**config.mk**
```make
export PLATFORM = sky130hd
export DESIGN_NAME = mem_arbiter_flat
export DESIGN_NICKNAME = d
export VERILOG_FILES = /design/src/rtl/mem_arbiter_if.sv /design/src/rtl/mem_arbiter.sv /design/src/flat_wrapper.sv
export SDC_FILE = /design/constraint.sdc
export NUM_CORES = 1
export LEC_CHECK = 0
export ABC_AREA = 1
export CORE_AREA = 2 2 131 133
export DETAILED_ROUTE_END_ITERATION = 10
export DIE_AREA = 0 0 133 135
export PLACE_DENSITY_LB_ADDON = 0.08
export SYNTH_ARGS = -nofsm -noshare
export SYNTH_HDL_FRONTEND = slang
export SYNTH_SLANG_ARGS = --single-unit
```
**constraint.sdc**
```tcl
create_clock -name clk -period 4.8 [get_ports clk]
set_input_delay 0.96 -clock clk [delete_from_list [all_inputs] [get_ports clk]]
set_output_delay 0.96 -clock clk [all_outputs]
set_load 0.01 [all_outputs]
```
**src/rtl/mem_arbiter_if.sv**
```systemverilog
// Bundle of the three requester handshakes and the shared memory port seen by mem_arbiter.
// The slave modport is the arbiter's view; master is the CPU/debug/memory side.
interface mem_arbiter_if #(
    parameter int unsigned ADDR_W = 32
);
    logic              if_req;
    logic [ADDR_W-1:0] if_addr;
    logic              if_ack;

    logic              d_req;
    logic [ADDR_W-1:0] d_addr;
    logic [31:0]       d_wdata;
    logic [3:0]        d_wmask;
    logic              d_ack;

    logic              dbg_req;
    logic [ADDR_W-1:0] dbg_addr;
    logic [31:0]       dbg_wdata;
    logic [3:0]        dbg_wmask;
    logic              dbg_ack;

    logic [31:0]       rdata;

    logic [ADDR_W-1:0] mem_addr;
    logic [31:0]       mem_wdata;
    logic [3:0]        mem_wmask;
    logic              mem_rstrb;
    logic [31:0]       mem_rdata;

    modport slave (
        input  if_req, if_addr,
        input  d_req, d_addr, d_wdata, d_wmask,
        input  dbg_req, dbg_addr, dbg_wdata, dbg_wmask,
        input  mem_rdata,
        output if_ack, d_ack, dbg_ack, rdata,
        output mem_addr, mem_wdata, mem_wmask, mem_rstrb
    );

    modport master (
        output if_req, if_addr,
        output d_req, d_addr, d_wdata, d_wmask,
        output dbg_req, dbg_addr, dbg_wdata, dbg_wmask,
        output mem_rdata,
        input  if_ack, d_ack, dbg_ack, rdata,
        input  mem_addr, mem_wdata, mem_wmask, mem_rstrb
    );
endinterface

```
**src/rtl/mem_arbiter.sv**
```systemverilog
// Round-robin arbiter sharing one single-port memory between fetch, load/store and debug.
// Each access is IDLE -> ISSUE -> RESP; contended arbitrations are counted.
module mem_arbiter #(
    parameter int unsigned ADDR_W = 32,
    parameter int unsigned CNT_W  = 32
) (
    input  logic             clk,
    input  logic             rst,
    mem_arbiter_if.slave     bus,
    output logic             busy,
    output logic [CNT_W-1:0] contention_cnt
);
    localparam int unsigned DATA_W = 32;
    localparam int unsigned MASK_W = 4;
    localparam int unsigned NPORT  = 3;
    localparam int unsigned IDX_W  = 2;

    localparam logic [IDX_W-1:0] P_IF  = 2'd0;
    localparam logic [IDX_W-1:0] P_D   = 2'd1;
    localparam logic [IDX_W-1:0] P_DBG = 2'd2;

    typedef enum logic [1:0] {
        IDLE  = 2'd0,
        ISSUE = 2'd1,
        RESP  = 2'd2
    } state_e;

    state_e             state_q, state_d;
    logic [IDX_W-1:0]   last_q, last_d;
    logic [IDX_W-1:0]   gnt_q, gnt_d;
    logic [ADDR_W-1:0]  addr_q, addr_d;
    logic [DATA_W-1:0]  wdata_q, wdata_d;
    logic [MASK_W-1:0]  wmask_q, wmask_d;
    logic               rstrb_q, rstrb_d;
    logic [NPORT-1:0]   ack_q, ack_d;
    logic               busy_q, busy_d;
    logic [CNT_W-1:0]   cnt_q, cnt_d;

    logic [NPORT-1:0]   req;
    logic               multi;
    logic [IDX_W-1:0]   sel;
    logic [ADDR_W-1:0]  sel_addr;
    logic [DATA_W-1:0]  sel_wdata;
    logic [MASK_W-1:0]  sel_wmask;

    assign req   = {bus.dbg_req, bus.d_req, bus.if_req};
    assign multi = (req[0] & req[1]) | (req[0] & req[2]) | (req[1] & req[2]);

    // First requester after the last grantee, in cyclic order if -> d -> dbg.
    always_comb begin
        sel = P_IF;
        case (last_q)
            P_IF:    sel = req[1] ? P_D   : (req[2] ? P_DBG : P_IF);
            P_D:     sel = req[2] ? P_DBG : (req[0] ? P_IF  : P_D);
            default: sel = req[0] ? P_IF  : (req[1] ? P_D   : P_DBG);
        endcase
    end

    // Fetch is always a read, so it contributes no mask and leaves wdata unchanged.
    always_comb begin
        sel_addr  = bus.if_addr;
        sel_wdata = wdata_q;
        sel_wmask = '0;
        case (sel)
            P_D: begin
                sel_addr  = bus.d_addr;
                sel_wdata = bus.d_wdata;
                sel_wmask = bus.d_wmask;
            end
            P_DBG: begin
                sel_addr  = bus.dbg_addr;
                sel_wdata = bus.dbg_wdata;
                sel_wmask = bus.dbg_wmask;
            end
            default: ;
        endcase
    end

    always_comb begin
        state_d = state_q;
        last_d  = last_q;
        gnt_d   = gnt_q;
        addr_d  = addr_q;
        wdata_d = wdata_q;
        wmask_d = '0;
        rstrb_d = 1'b0;
        ack_d   = '0;
        cnt_d   = cnt_q;
        case (state_q)
            IDLE: begin
                if (|req) begin
                    state_d = ISSUE;
                    gnt_d   = sel;
                    addr_d  = sel_addr;
                    wdata_d = sel_wdata;
                    wmask_d = sel_wmask;
                    rstrb_d = (sel_wmask == '0);
                    if (multi) begin
                        cnt_d = cnt_q + CNT_W'(1);
                    end
                end
            end
            ISSUE: begin
                state_d = RESP;
                case (gnt_q)
                    P_IF:    ack_d[0] = 1'b1;
                    P_D:     ack_d[1] = 1'b1;
                    default: ack_d[2] = 1'b1;
                endcase
            end
            RESP: begin
                state_d = IDLE;
                last_d  = gnt_q;
            end
            default: state_d = IDLE;
        endcase
        busy_d = (state_d != IDLE);
    end

    always_ff @(posedge clk or negedge rst) begin
        if (!rst) begin
            state_q <= IDLE;
            last_q  <= P_DBG;
            gnt_q   <= P_IF;
            addr_q  <= '0;
            wdata_q <= '0;
            wmask_q <= '0;
            rstrb_q <= 1'b0;
            ack_q   <= '0;
            busy_q  <= 1'b0;
            cnt_q   <= '0;
        end else begin
            state_q <= state_d;
            last_q  <= last_d;
            gnt_q   <= gnt_d;
            addr_q  <= addr_d;
            wdata_q <= wdata_d;
            wmask_q <= wmask_d;
            rstrb_q <= rstrb_d;
            ack_q   <= ack_d;
            busy_q  <= busy_d;
            cnt_q   <= cnt_d;
        end
    end

    assign bus.mem_addr    = addr_q;
    assign bus.mem_wdata   = wdata_q;
    assign bus.mem_wmask   = wmask_q;
    assign bus.mem_rstrb   = rstrb_q;
    assign bus.if_ack      = ack_q[0];
    assign bus.d_ack       = ack_q[1];
    assign bus.dbg_ack     = ack_q[2];
    // Read data passes straight through from memory during the response cycle only.
    assign bus.rdata       = (state_q == RESP) ? bus.mem_rdata : '0;
    assign busy            = busy_q;
    assign contention_cnt  = cnt_q;
endmodule

```
**src/flat_wrapper.sv**
```systemverilog
// flat-port wrapper written by rule: the top's interface ports become plain ports
module mem_arbiter_flat 
#(
    parameter int unsigned ADDR_W = 32,
    parameter int unsigned CNT_W  = 32
)
  (clk, rst, busy, contention_cnt, bus_if_req, bus_if_addr, bus_d_req, bus_d_addr, bus_d_wdata, bus_d_wmask, bus_dbg_req, bus_dbg_addr, bus_dbg_wdata, bus_dbg_wmask, bus_mem_rdata, bus_if_ack, bus_d_ack, bus_dbg_ack, bus_rdata, bus_mem_addr, bus_mem_wdata, bus_mem_wmask, bus_mem_rstrb);
  mem_arbiter_if #(.ADDR_W(ADDR_W)) bus_i ();
  input  logic clk;
  input  logic rst;
  output logic busy;
  output logic [CNT_W-1:0] contention_cnt;
  input wire logic [$bits(bus_i.if_req)-1:0] bus_if_req;
  input wire logic [$bits(bus_i.if_addr)-1:0] bus_if_addr;
  input wire logic [$bits(bus_i.d_req)-1:0] bus_d_req;
  input wire logic [$bits(bus_i.d_addr)-1:0] bus_d_addr;
  input wire logic [$bits(bus_i.d_wdata)-1:0] bus_d_wdata;
  input wire logic [$bits(bus_i.d_wmask)-1:0] bus_d_wmask;
  input wire logic [$bits(bus_i.dbg_req)-1:0] bus_dbg_req;
  input wire logic [$bits(bus_i.dbg_addr)-1:0] bus_dbg_addr;
  input wire logic [$bits(bus_i.dbg_wdata)-1:0] bus_dbg_wdata;
  input wire logic [$bits(bus_i.dbg_wmask)-1:0] bus_dbg_wmask;
  input wire logic [$bits(bus_i.mem_rdata)-1:0] bus_mem_rdata;
  output wire logic [$bits(bus_i.if_ack)-1:0] bus_if_ack;
  output wire logic [$bits(bus_i.d_ack)-1:0] bus_d_ack;
  output wire logic [$bits(bus_i.dbg_ack)-1:0] bus_dbg_ack;
  output wire logic [$bits(bus_i.rdata)-1:0] bus_rdata;
  output wire logic [$bits(bus_i.mem_addr)-1:0] bus_mem_addr;
  output wire logic [$bits(bus_i.mem_wdata)-1:0] bus_mem_wdata;
  output wire logic [$bits(bus_i.mem_wmask)-1:0] bus_mem_wmask;
  output wire logic [$bits(bus_i.mem_rstrb)-1:0] bus_mem_rstrb;
  assign bus_i.if_req = bus_if_req;
  assign bus_i.if_addr = bus_if_addr;
  assign bus_i.d_req = bus_d_req;
  assign bus_i.d_addr = bus_d_addr;
  assign bus_i.d_wdata = bus_d_wdata;
  assign bus_i.d_wmask = bus_d_wmask;
  assign bus_i.dbg_req = bus_dbg_req;
  assign bus_i.dbg_addr = bus_dbg_addr;
  assign bus_i.dbg_wdata = bus_dbg_wdata;
  assign bus_i.dbg_wmask = bus_dbg_wmask;
  assign bus_i.mem_rdata = bus_mem_rdata;
  assign bus_if_ack = bus_i.if_ack;
  assign bus_d_ack = bus_i.d_ack;
  assign bus_dbg_ack = bus_i.dbg_ack;
  assign bus_rdata = bus_i.rdata;
  assign bus_mem_addr = bus_i.mem_addr;
  assign bus_mem_wdata = bus_i.mem_wdata;
  assign bus_mem_wmask = bus_i.mem_wmask;
  assign bus_mem_rstrb = bus_i.mem_rstrb;
  mem_arbiter #(.ADDR_W(ADDR_W), .CNT_W(CNT_W)) u_core (.clk(clk), .rst(rst), .bus(bus_i), .busy(busy), .contention_cnt(contention_cnt));
endmodule
```
==> results.toml <==
[yosys]
yosysUniqueCellTypes = 29
syn-cell-area_mm2 = 0.00610
synthSimpleGateAreaFrac_pct = 32.2
synth_top_family_by_area = "simple AND/OR/NAND/NOR gates"
synth_xor_area_share_pct = 1.87
synth_adder_area_share_pct = 0.616
synth_compound_gate_area_share_pct = 11.1
synth.avg_cell_area_um2 = 7.18
synth_warnings = 0
synth_mux_area_share_pct = 0
syn_inst = 849
synth-seq-area-share_pct = 45.6
synth-seq-cells = 111
syn-num-nets = 1057

[timing]
setup_ws_ps = 1530
fmax_mhz = 305
slew_headroom_pct = 53.0
min_period_ps = 3270
slew_violations = 0
setup_viol = 0
period_share_pct = 68.2
fin_skew_ps = 5.33
fin_tns_setup_ps = 0
worst_pin_slew_ps = 705
worst_hold_slack_ps = 446
hold_viol = 0
rsz0062_at_grt = "no"

[global_routing]
grt_pass1_wl_mm = 34.0
gr-usage-all-layers_pct = 24.1
grt_start_max_net_pins = 65
grt_overflow = 0
grt_pass1_vias = 6294
antenna_found_initial = 0

[critical_path]
crit_fanout = 36
startpoint_type = "input pin"
r2r_setup_slack_ps = 2240
end_kind = "flip-flop"
worstPathArrival_ps = 3520
critical_path_class = "in -> reg"
rr_worst_depth = 8
r2r-end = "u_core.bus.mem_wdata[26]$_DFFE_PN0P_"
startpoint = "bus_d_req"
r2r-start = "u_core.last_q[1]$_DFFE_PN1N_"
cp.required_ps = 5050

[drt]
drc = 0
viasPerCell = 4.63
routedWlPerCell_um = 15.2
firstDrtPassIters = 4
vias = 6478
ant_nets = 0
drt_iter0_drc = 296
drt-total-wl_mm = 21.3

[clock_network]
clock_latency_ps = 360
cts_setup_buffers = 0
clkTransAtPathRegs_ps = 70
cts_root_buffer = "clkbuf_16"
cts_resized = 0
cts_tree = "done"
cts_sinks = 111
cts-hold-fix-buffers = 0
clock_path_buffers = 2
numCtsBuffers = 9
htreeDepth = 3

[pwr]
p_comb_share_pct = 53.8
p_per_area_mw_per_mm2 = 489
internal-power_mw = 2.88
ir_drop_uv = 251
seqPwrFrac_pct = 30.5
p_sw_mw = 2.00
p_leak_nw = 4.60
power_mw = 4.87
swShare_pct = 41.0
clockPowerShare_pct = 15.7

[floorplanning]
die_width_um = 133
start_util_pct = 37.2
die_area_mm2 = 0.0180
core_area_mm2 = 0.0164
pin_count = 342
die_h_um = 135
num_rows = 47

[place]
gp_congestion = 0.834
dp.cells = 1382
place_ws_ps = 1160
placement.cell_area_mm2 = 0.00966
port_buffers = 341
hpwl_mm = 16.4

[run_status]
status = "complete, no violations"

[layout]
num_antenna_cells = 0
drive_gt1_share_pct = 3.06
fin_area_mm2 = 0.00996
area_growth_syn_to_layout_pct = 63.3
nets = 1381
final_core_util_pct = 60.7
final_cells = 1398

[worst_hold_path]
hold_end = "u_core.ack_q[0]$_DFF_PN0_"
hold_depth = 1
hold_path_class = "reg -> reg"
min_from = "u_core.gnt_q[0]$_DFFE_PN0P_"

[job]
maxCapViolations = 0
-- cells by family (layout without fill, tap and decap cells) --
kind of cell,Yosys count,count (layout)
compound gates,110,110
flops,111,111
buf+inv,123,452
fa+ha+maj,3,3
simple gates,489,489
xor+xnor,13,13
-- state kept, by name, summed over array words and instances (netlist names) --
name and flops:
u_core.gnt_q 2, u_core.bus.mem_wdata 32, u_core.bus.mem_wmask 4, u_core.busy 1, u_core.bus.mem_addr 32, u_core.state_q 2, u_core.last_q 2, u_core.ack_q 3
u_core.contention_cnt 32, u_core.bus.mem_rstrb 1
-- cell type report --
type	count	area, um^2
fillers	1462	6450
repair buffers	351	3490
multi-input cells	615	2800
flip-flops and latches	111	2780
inverters	85	324
well taps	220	275
clock buffers	10	229
clock inverters	6	67.6
-- placed cells by master (no fill, tap or decap), types with 2 or more instances in the layout --
master	n
nand3_1	21
o21ai_0	58
ha_1	2
inv_1	82
buf_4	11
clkbuf_16	9
inv_6	2
nand4_1	14
nor2_2	2
nor2_4	2
nor3_1	3
nand3b_1	8
o21ai_1	15
o22ai_1	4
nand2_1	322
xor2_1	6
xnor2_1	7
dfrtp_1	110
nor2_1	113
a22o_1	32
inv_4	2
clkinvlp_4	2
clkdlybuf4s50_1	340
-- cell usage after synthesis, drive strengths merged --
library cell  number  area (um^2)
nor3b              1         7.51
nand2            323         1210
nand3             21          105
nor2             117          459
inv               84          320
nand4             14         87.6
clkinv             1         3.75
dfrtp            110         2750
xnor2              7         61.3
clkbuf            19         71.3
a22o              32          280
buf               19          129
or2                1         6.26
nand3b             8         60.1
ha                 3         37.5
nor3               4         25.0
dfstp              1         26.3
o21ai             73          365
xor2               6         52.6
a21oi              1         5.00
o22ai              4         25.0
-- how the worst max path moves through the flow --
stage / endpoint / depth (start not counted) / slack (ps)
2_1_floorplan: u_core.bus.mem_addr[10]$_DFFE_PN0P_ / 9 / 2260
3_3_place_gp: u_core.bus.mem_wdata[22]$_DFFE_PN0P_ / 9 / 1240
3_5_place_dp: u_core.bus.mem_wdata[26]$_DFFE_PN0P_ / 9 / 1160
4_1_cts: u_core.bus.mem_wdata[26]$_DFFE_PN0P_ / 9 / 1530
5_1_grt: u_core.bus.mem_wdata[18]$_DFFE_PN0P_ / 9 / 1380
6_report: u_core.bus.mem_wdata[26]$_DFFE_PN0P_ / 9 / 1530
-- per-layer routing --
metal | vias to the layer above | track usage, % | routed length (um)
met5 | - | 0 | 0
met4 | 0 | 7.59 | 437
met3 | 27 | 6.64 | 1480
met2 | 204 | 40.0 | 10600
met1 | 2940 | 30.8 | 8770
li1 | 3307 | - | -
-- power by group through the flow --
stage	Combinational, mW	Clock, mW	Sequential [mW]
2_1_floorplan	1.27	0	1.60
4_1_cts	2.67	0.788	1.48
3_5_place_dp	2.67	0	1.48
3_3_place_gp	2.64	0	1.49
5_1_grt	2.91	0.834	1.53
6_report	2.62	0.767	1.48
-- worst max-delay path, cell delays in order --
cell and delay (ps):
clkdlybuf4s50_1 490, or2_1 270, o21ai_0 320, ha_2 550
nor2_4 160, buf_4 330, inv_4 220, nand2_1 130
nand2_1 60
No activity file was read; power rests on OpenSTA's default activity.
